## src/rtl/load_unit.sv

```systemverilog
// Load path from data memory to rd_mux: word-aligned read handshake, then
// byte/half/word extraction with sign or zero extension.
module load_unit #(
  parameter int XLEN    = 32,
  parameter int TIMEOUT = 16,
  parameter int CNT_W   = 5
) (
  input  logic            clk,
  input  logic            rst,
  input  logic            ld_req,
  input  logic [XLEN-1:0] ld_addr,
  input  logic [2:0]      ld_funct3,
  output logic            mem_req,
  output logic [XLEN-1:0] mem_addr,
  input  logic            mem_ack,
  input  logic [XLEN-1:0] mem_rdata,
  output logic [XLEN-1:0] rd_mem,
  output logic            ld_done,
  output logic            ld_err,
  output logic            stall
);

  localparam logic [1:0] S_IDLE = 2'd0;
  localparam logic [1:0] S_REQ  = 2'd1;
  localparam logic [1:0] S_DONE = 2'd2;
  localparam logic [1:0] S_ERR  = 2'd3;

  localparam logic [2:0] F_LB  = 3'b000;
  localparam logic [2:0] F_LH  = 3'b001;
  localparam logic [2:0] F_LW  = 3'b010;
  localparam logic [2:0] F_LBU = 3'b100;
  localparam logic [2:0] F_LHU = 3'b101;

  // Timeout fires on the REQ cycle whose count would reach TIMEOUT.
  localparam bit               TO_EN   = (TIMEOUT != 0);
  localparam logic [CNT_W-1:0] TO_LAST = TO_EN ? CNT_W'(TIMEOUT - 1) : '0;

  logic [1:0]      state_q, state_d;
  logic [XLEN-1:0] addr_q, addr_d;
  logic [2:0]      funct3_q, funct3_d;
  logic [XLEN-1:0] rd_mem_q, rd_mem_d;
  logic [CNT_W-1:0] cnt_q, cnt_d;

  logic            check_err;
  logic [7:0]      byte_sel;
  logic [15:0]     half_sel;
  logic [XLEN-1:0] load_data;

  always_comb begin
    unique case (ld_funct3)
      F_LB, F_LBU: check_err = 1'b0;
      F_LH, F_LHU: check_err = ld_addr[0];
      F_LW:        check_err = (ld_addr[1:0] != 2'b00);
      default:     check_err = 1'b1;
    endcase
  end

  assign byte_sel = mem_rdata[{addr_q[1:0], 3'b000} +: 8];
  assign half_sel = mem_rdata[{addr_q[1], 4'b0000} +: 16];

  always_comb begin
    unique case (funct3_q)
      F_LB:    load_data = {{(XLEN-8){byte_sel[7]}}, byte_sel};
      F_LBU:   load_data = {{(XLEN-8){1'b0}}, byte_sel};
      F_LH:    load_data = {{(XLEN-16){half_sel[15]}}, half_sel};
      F_LHU:   load_data = {{(XLEN-16){1'b0}}, half_sel};
      default: load_data = mem_rdata;
    endcase
  end

  always_comb begin
    // NOTE: every signal gets a default first so no path through the case infers a latch.
    state_d  = state_q;
    addr_d   = addr_q;
    funct3_d = funct3_q;
    rd_mem_d = rd_mem_q;
    cnt_d    = '0;

    unique case (state_q)
      S_IDLE: begin
        if (ld_req) begin
          addr_d   = ld_addr;
          funct3_d = ld_funct3;
          state_d  = check_err ? S_ERR : S_REQ;
        end
      end
      S_REQ: begin
        if (mem_ack) begin
          rd_mem_d = load_data;
          state_d  = S_DONE;
        end else if (TO_EN && (cnt_q == TO_LAST)) begin
          state_d = S_ERR;
        end else begin
          cnt_d = cnt_q + CNT_W'(1);
        end
      end
      default: state_d = S_IDLE;
    endcase
  end

  // NOTE: state registers use non-blocking assignments so all flops update from pre-edge values.
  always_ff @(posedge clk or posedge rst) begin
    if (rst) begin
      state_q  <= S_IDLE;
      addr_q   <= '0;
      funct3_q <= '0;
      rd_mem_q <= '0;
      cnt_q    <= '0;
    end else begin
      state_q  <= state_d;
      addr_q   <= addr_d;
      funct3_q <= funct3_d;
      rd_mem_q <= rd_mem_d;
      cnt_q    <= cnt_d;
    end
  end

  assign mem_req  = (state_q == S_REQ);
  assign mem_addr = {addr_q[XLEN-1:2], 2'b00};
  assign rd_mem   = rd_mem_q;
  assign ld_done  = (state_q == S_DONE);
  assign ld_err   = (state_q == S_ERR);
  assign stall    = (state_q == S_REQ) ||
                    ((state_q == S_IDLE) && ld_req && !check_err);

endmodule

```

## config.mk

```make
export PLATFORM = sky130hd
export DESIGN_NAME = load_unit
export DESIGN_NICKNAME = d
export VERILOG_FILES = /design/src/rtl/load_unit.sv
export SDC_FILE = /design/constraint.sdc
export NUM_CORES = 1
export LEC_CHECK = 0
export CORE_MARGIN = 2
export CORE_UTILIZATION = 47
export DETAILED_ROUTE_END_ITERATION = 10
export PLACE_DENSITY = 0.85
export SLEW_MARGIN = 10
export SYNTH_ARGS = -nofsm -noshare
export SYNTH_HDL_FRONTEND = slang
export SYNTH_SLANG_ARGS = --single-unit
```

## constraint.sdc

```tcl
create_clock -name clk -period 5.41 [get_ports clk]
set_input_delay 1.623 -clock clk [delete_from_list [all_inputs] [get_ports clk]]
set_output_delay 1.623 -clock clk [all_outputs]
set_load 0.03 [all_outputs]
```

# Word-level counts from Yosys, hierarchy flattened

Cells that the tools add are included.

Register bits after elaboration: 74
Input bits: 71
Output and inout bits: 68

$add $sub $neg: 1
Equality and inequality tests: 13
Shift-type cells: 2
Muxes and demuxes: 10
Reduce and logical (&&, ||, !) cells: 13

Operator list:

| cell                  | number |
|---|---|
| $pmux W32 S4          | 1 |
| $shiftx A32 B6 Y16    | 1 |
| $shiftx A32 B6 Y8     | 1 |
| $mux W5               | 3 |
| $eq A3 B3 Y1 const B  | 4 |
| $mux W2               | 4 |
| $eq A3 B1 Y1 const B  | 2 |
| $logic_not A3 Y1      | 2 |
| $reduce_and A2 Y1     | 3 |
| $add A5 B1 Y5 const B | 1 |
| $eq A5 B4 Y1 const B  | 1 |
| $eq A2 B2 Y1 const B  | 2 |
| $pmux W2 S2           | 1 |
| $reduce_or A2 Y1      | 2 |
| $eq A3 B2 Y1 const B  | 1 |
| $ne A3 B1 Y1 const B  | 1 |
| $pmux W1 S3           | 1 |
| $eq A2 B1 Y1 const B  | 1 |
| $logic_and A1 B1 Y1   | 2 |
| $logic_not A2 Y1      | 1 |
| $ne A2 B2 Y1 const B  | 1 |
| $reduce_bool A2 Y1    | 1 |
| $logic_not A1 Y1      | 1 |
| $logic_or A1 B1 Y1    | 1 |

# Longest topological paths before layout

Depth after elaboration: 6
Mapped depth: 6
Mapped depth without buffers: 5

# Least setup slack after synthesis

OpenSTA, ideal clock, no wires.

Kind: input-to-output
Start point: in ld_funct3[2]
End point: out stall
Arrival: 2.766 ns
Setup slack: 1.021 ns
Stages: 3
Path buffers: 0
Cell sequence: o31a_1 o22a_1 o21ai_0

Cells in the longest elaborated chain, start to end: 6

RTL lines:

| item                                       | line | source |
|---|---|---|
| start, declared                            | 12   | `input logic [2:0] ld_funct3,` |
| $eq A3 B1 Y1, or another cell as far along | 50   | `unique case (ld_funct3)` |
| $reduce_or A2 Y1                           | 50   |  |
| $pmux W1 S3 *                              | 50   |  |
| $logic_not A1 Y1 *                         | 124  | `((state_q == S_IDLE) && ld_req && !check_err);` |
| $logic_and A1 B1 Y1 *                      | 124  |  |
| $logic_or A1 B1 Y1 *                       | 123  | `assign stall = (state_q == S_REQ) \|\|` |
| end, declared                              | 20   | `output logic stall` |

Mark *: on every way between the ends. The rest lies on a longest branch, timed or not.

# Worst setup path after layout

Start point: in ld_addr[1]
End point: out stall

Cells in the longest elaborated chain, start to end: 5

RTL lines:

| item                | line | source |
|---|---|---|
| start, declared     | 11   | `input logic [XLEN-1:0] ld_addr,` |
| $reduce_bool A2 Y1  | 53   | `F_LW: check_err = (ld_addr[1:0] != 2'b00);` |
| $pmux W1 S3         | 50   |  |
| $logic_not A1 Y1    | 124  |  |
| $logic_and A1 B1 Y1 | 124  |  |
| $logic_or A1 B1 Y1  | 123  |  |

No other way between the ends.

==> results.py <==
metrics = {
    "power_and_ir_drop": {
        "power_density_nw_per_um2": 637,
        "p_leak_nw": 2.01,
        "peakVddDrop_uv": 337,
    },
    "placed_design": {
        "dpl_worst_slack_ns": 0.398,
        "post_dp_cell_area_sq_um": 4770,
        "gp_congestion": 0.897,
        "dpl.hpwl_microns": 6530,
        "port_buffers": 136,
        "placedCellCount": 517,
    },
    "timing": {
        "finalSetupViolCount": 0,
        "hold-worst-slack_ns": 0.465,
        "fin_crit_sh": 0.933,
        "slew_violations": 0,
        "fin_setup_tns_ns": 0,
        "slew_headroom": 0.223,
        "fin_skew_ns": 0.00541,
        "period_needed_ns": 5.05,
        "worst_pin_slew_ns": 1.17,
        "setup_slack_ns": 0.365,
        "fmax_ghz": 0.198,
        "hold_viol_final": 0,
        "rsz0062_at_grt": "no",
    },
    "die": {
        "fp.coreArea_sq_um": 7330,
        "start_util": 0.489,
        "num_io_pins": 139,
        "dieWidth_microns": 91.3,
        "dieArea_sq_um": 8340,
        "die_y_microns": 91.3,
        "row_count": 31,
    },
    "clock_tree": {
        "path_clk_slew_ns": 0.07,
        "cts.sinks": 74,
        "htreeDepth": 3,
        "cts-resized-gates": 0,
        "clk_path_buf_depth": 2,
        "clock_latency_ns": 0.33,
        "cts-buffers-inserted": 9,
        "cts_tree": "built",
        "holdBufCountCts": 0,
        "cts_root_buf": "clkbuf_8",
        "postCtsSetupRepairBufs": 0,
    },
    "synth": {
        "synthesis.area_sq_um": 3590,
        "synth_xor_area_frac": 0.00488,
        "yosysSeqAreaShare": 0.516,
        "synth-compound-area-share": 0.120,
        "synth_edf_count": 0,
        "synthMuxAreaShare": 0.141,
        "synthCells": 328,
        "synth_top_area_cell": "dfrtp_1",
        "synth.area.top_cells": "dfrtp_1, mux2_2, buf_4",
        "syn_avg_cell_area_sq_um": 10.9,
        "synth_flop_cell": "dfrtp_1",
        "yosysMostFrequentCell": "dfrtp_1",
        "ys_top_cells_by_count": "dfrtp_1, mux2_2, buf_4",
        "synthAdderAreaFrac": 0.00349,
        "yosys.area_share.simple": 0.119,
        "synth_top_family_by_area": "multiplexers",
        "ys_ff_latch": 74,
        "synth-async-reset-ratio": 1.00,
        "post_synth_num_cell_types": 44,
        "yosysWarnings": 0,
        "synth_top_area_share": 0.516,
    },
    "finish": {
        "diodes": 0,
        "area_growth_syn_to_layout_pct": 38.3,
        "stdcell_count": 532,
        "drive_gt1_frac": 0.164,
        "final_nets": 501,
        "postLayoutCellArea_sq_um": 4960,
    },
    "route": {
        "wl_met2_microns": 4280,
        "finalWirelength_microns": 8830,
        "dr_wl_met3_microns": 511,
        "first_pass_iters": 5,
        "post-route-drc-count": 0,
        "via_per_inst": 5.30,
        "drtAntennaViolNets": 0,
        "drt-initial-drc-count": 211,
        "vias": 2822,
        "wirelength_met1_microns": 3720,
        "wl_per_cell_microns": 16.6,
        "highest_layer": "met4",
    },
    "worst_setup_path": {
        "crit_arrival_ns": 3.42,
        "cpMostUsedCell": "clkdlybuf4s50_1",
        "critical_path_required_ns": 3.79,
        "critPathCaptureType": "output port",
        "cp-start-kind": "input pin",
        "worstSetupPathType": "in2out",
        "cpMaxStageDelayCell": "clkdlybuf4s50_1",
        "cp_cell_sequence": "clkdlybuf4s50_1 > o31a_1 > o22a_1 > o21ai_0 > clkdlybuf4s50_1",
        "critPathMaxFanout": 2,
        "critical-path-max-stage-delay_ns": 0.70,
    },
    "global_route": {
        "grt_pass1_vias": 2819,
        "antenna_found_initial": 0,
        "gr-total-overflow": 0,
        "grt_pass1_wl_microns": 14300,
        "grt_max_degree": 46,
        "track_usage": 0.218,
    },
    "worst_hold_path": {
        "min_path_type": "reg2reg",
    },
    "flow_run": {
        "cap_violations": 0,
    },
    "status": {
        "status": "finished, final reports clean",
    },
}
stage by stage:
| step | power (mW) | util |
|---|---|---|
| after floorplan | 2.24 | - |
| after global placement | 2.72 | 0.651 |
| after detailed placement | 2.76 | 0.651 |
| after CTS | 3.18 | 0.676 |
| after global routing | 3.34 | 0.676 |
| final | 3.16 | 0.676 |
routing by layer:
metal,track usage,vias up
li1,-,1311
met1,0.285,1358
met2,0.347,130
met3,0.0349,23
met4,0.121,0
met5,0,-
layout by cell type (no fill, tap or decap), drive strengths merged, types with 2 or more instances in the layout:
master,Yosys,layout
conb,1,2
dfrtp,74,74
nor2b,3,3
and2,3,3
clkdlybuf4s50,0,136
a221o,3,3
o21ai,15,15
clkinv,0,2
nand3,2,2
mux2i,2,2
a32oi,3,3
nor2,28,28
a21oi,26,26
clkbuf,7,12
nand2b,4,4
mux2,41,41
nor3,4,4
nand2,31,31
buf,42,2
inv,5,5
a222oi,2,2
a22o,2,2
a211oi,3,3
nand3b,10,10
and3,2,2
final timing paths:
check                                  from         end  slack, ns  cells past startpoint
worst min register to register     cnt_q[0]    cnt_q[0]       0.47                      1
min in group asynchronous               rst  rd_mem[22]       1.81                      2
worst min-delay path               cnt_q[0]    cnt_q[0]       0.47                      1
max in group asynchronous               rst   addr_q[8]       2.67                      3
worst max-delay path             ld_addr[1]       stall       0.36                      5
worst max register to register  funct3_q[1]   rd_mem[2]       3.11                      4
cells by family (layout without fill, tap and decap cells):
| kind of cell | Yosys count | after routing |
|---|---|---|
| buffers and inverters | 54 | 158 |
| AOI/OAI and AO/OA | 62 | 62 |
| muxes | 44 | 44 |
| adders and majority gates | 1 | 1 |
| DFF | 74 | 74 |
| xor gates and xnor gates | 2 | 2 |
| other | 1 | 2 |
| and+or+nand+nor | 90 | 90 |
worst max-delay path: cells and delay by family:
kind	cells	cell delay, ns
buffers and inverters	2	1.15
AOI/OAI and AO/OA	3	0.66
registers in the layout, indices dropped and copies added, names as in the netlist:
register and flops:
rd_mem 32, funct3_q 3, cnt_q 5, state_q 2
addr_q 32
layout make-up:
cell class                      count  area, sq um
Clock buffer                       12          145
Timing Repair Buffer              138         1380
Clock inverter                      3         40.0
Inverter                            5         18.8
Multi-Input combinational cell    201         1400
Tap cell                           99          124
Fill cell                         553         2370
Sequential cell                    74         1850
report_power, final:
group | switching (mW) | internal (mW) | total, mW
registers | 0.220 | 0.818 | 1.04
clock network | 0.187 | 0.222 | 0.409
logic | 0.943 | 0.769 | 1.71
total | 1.35 | 1.81 | 3.16
Note: power is estimated with default switching activity, not from simulation.
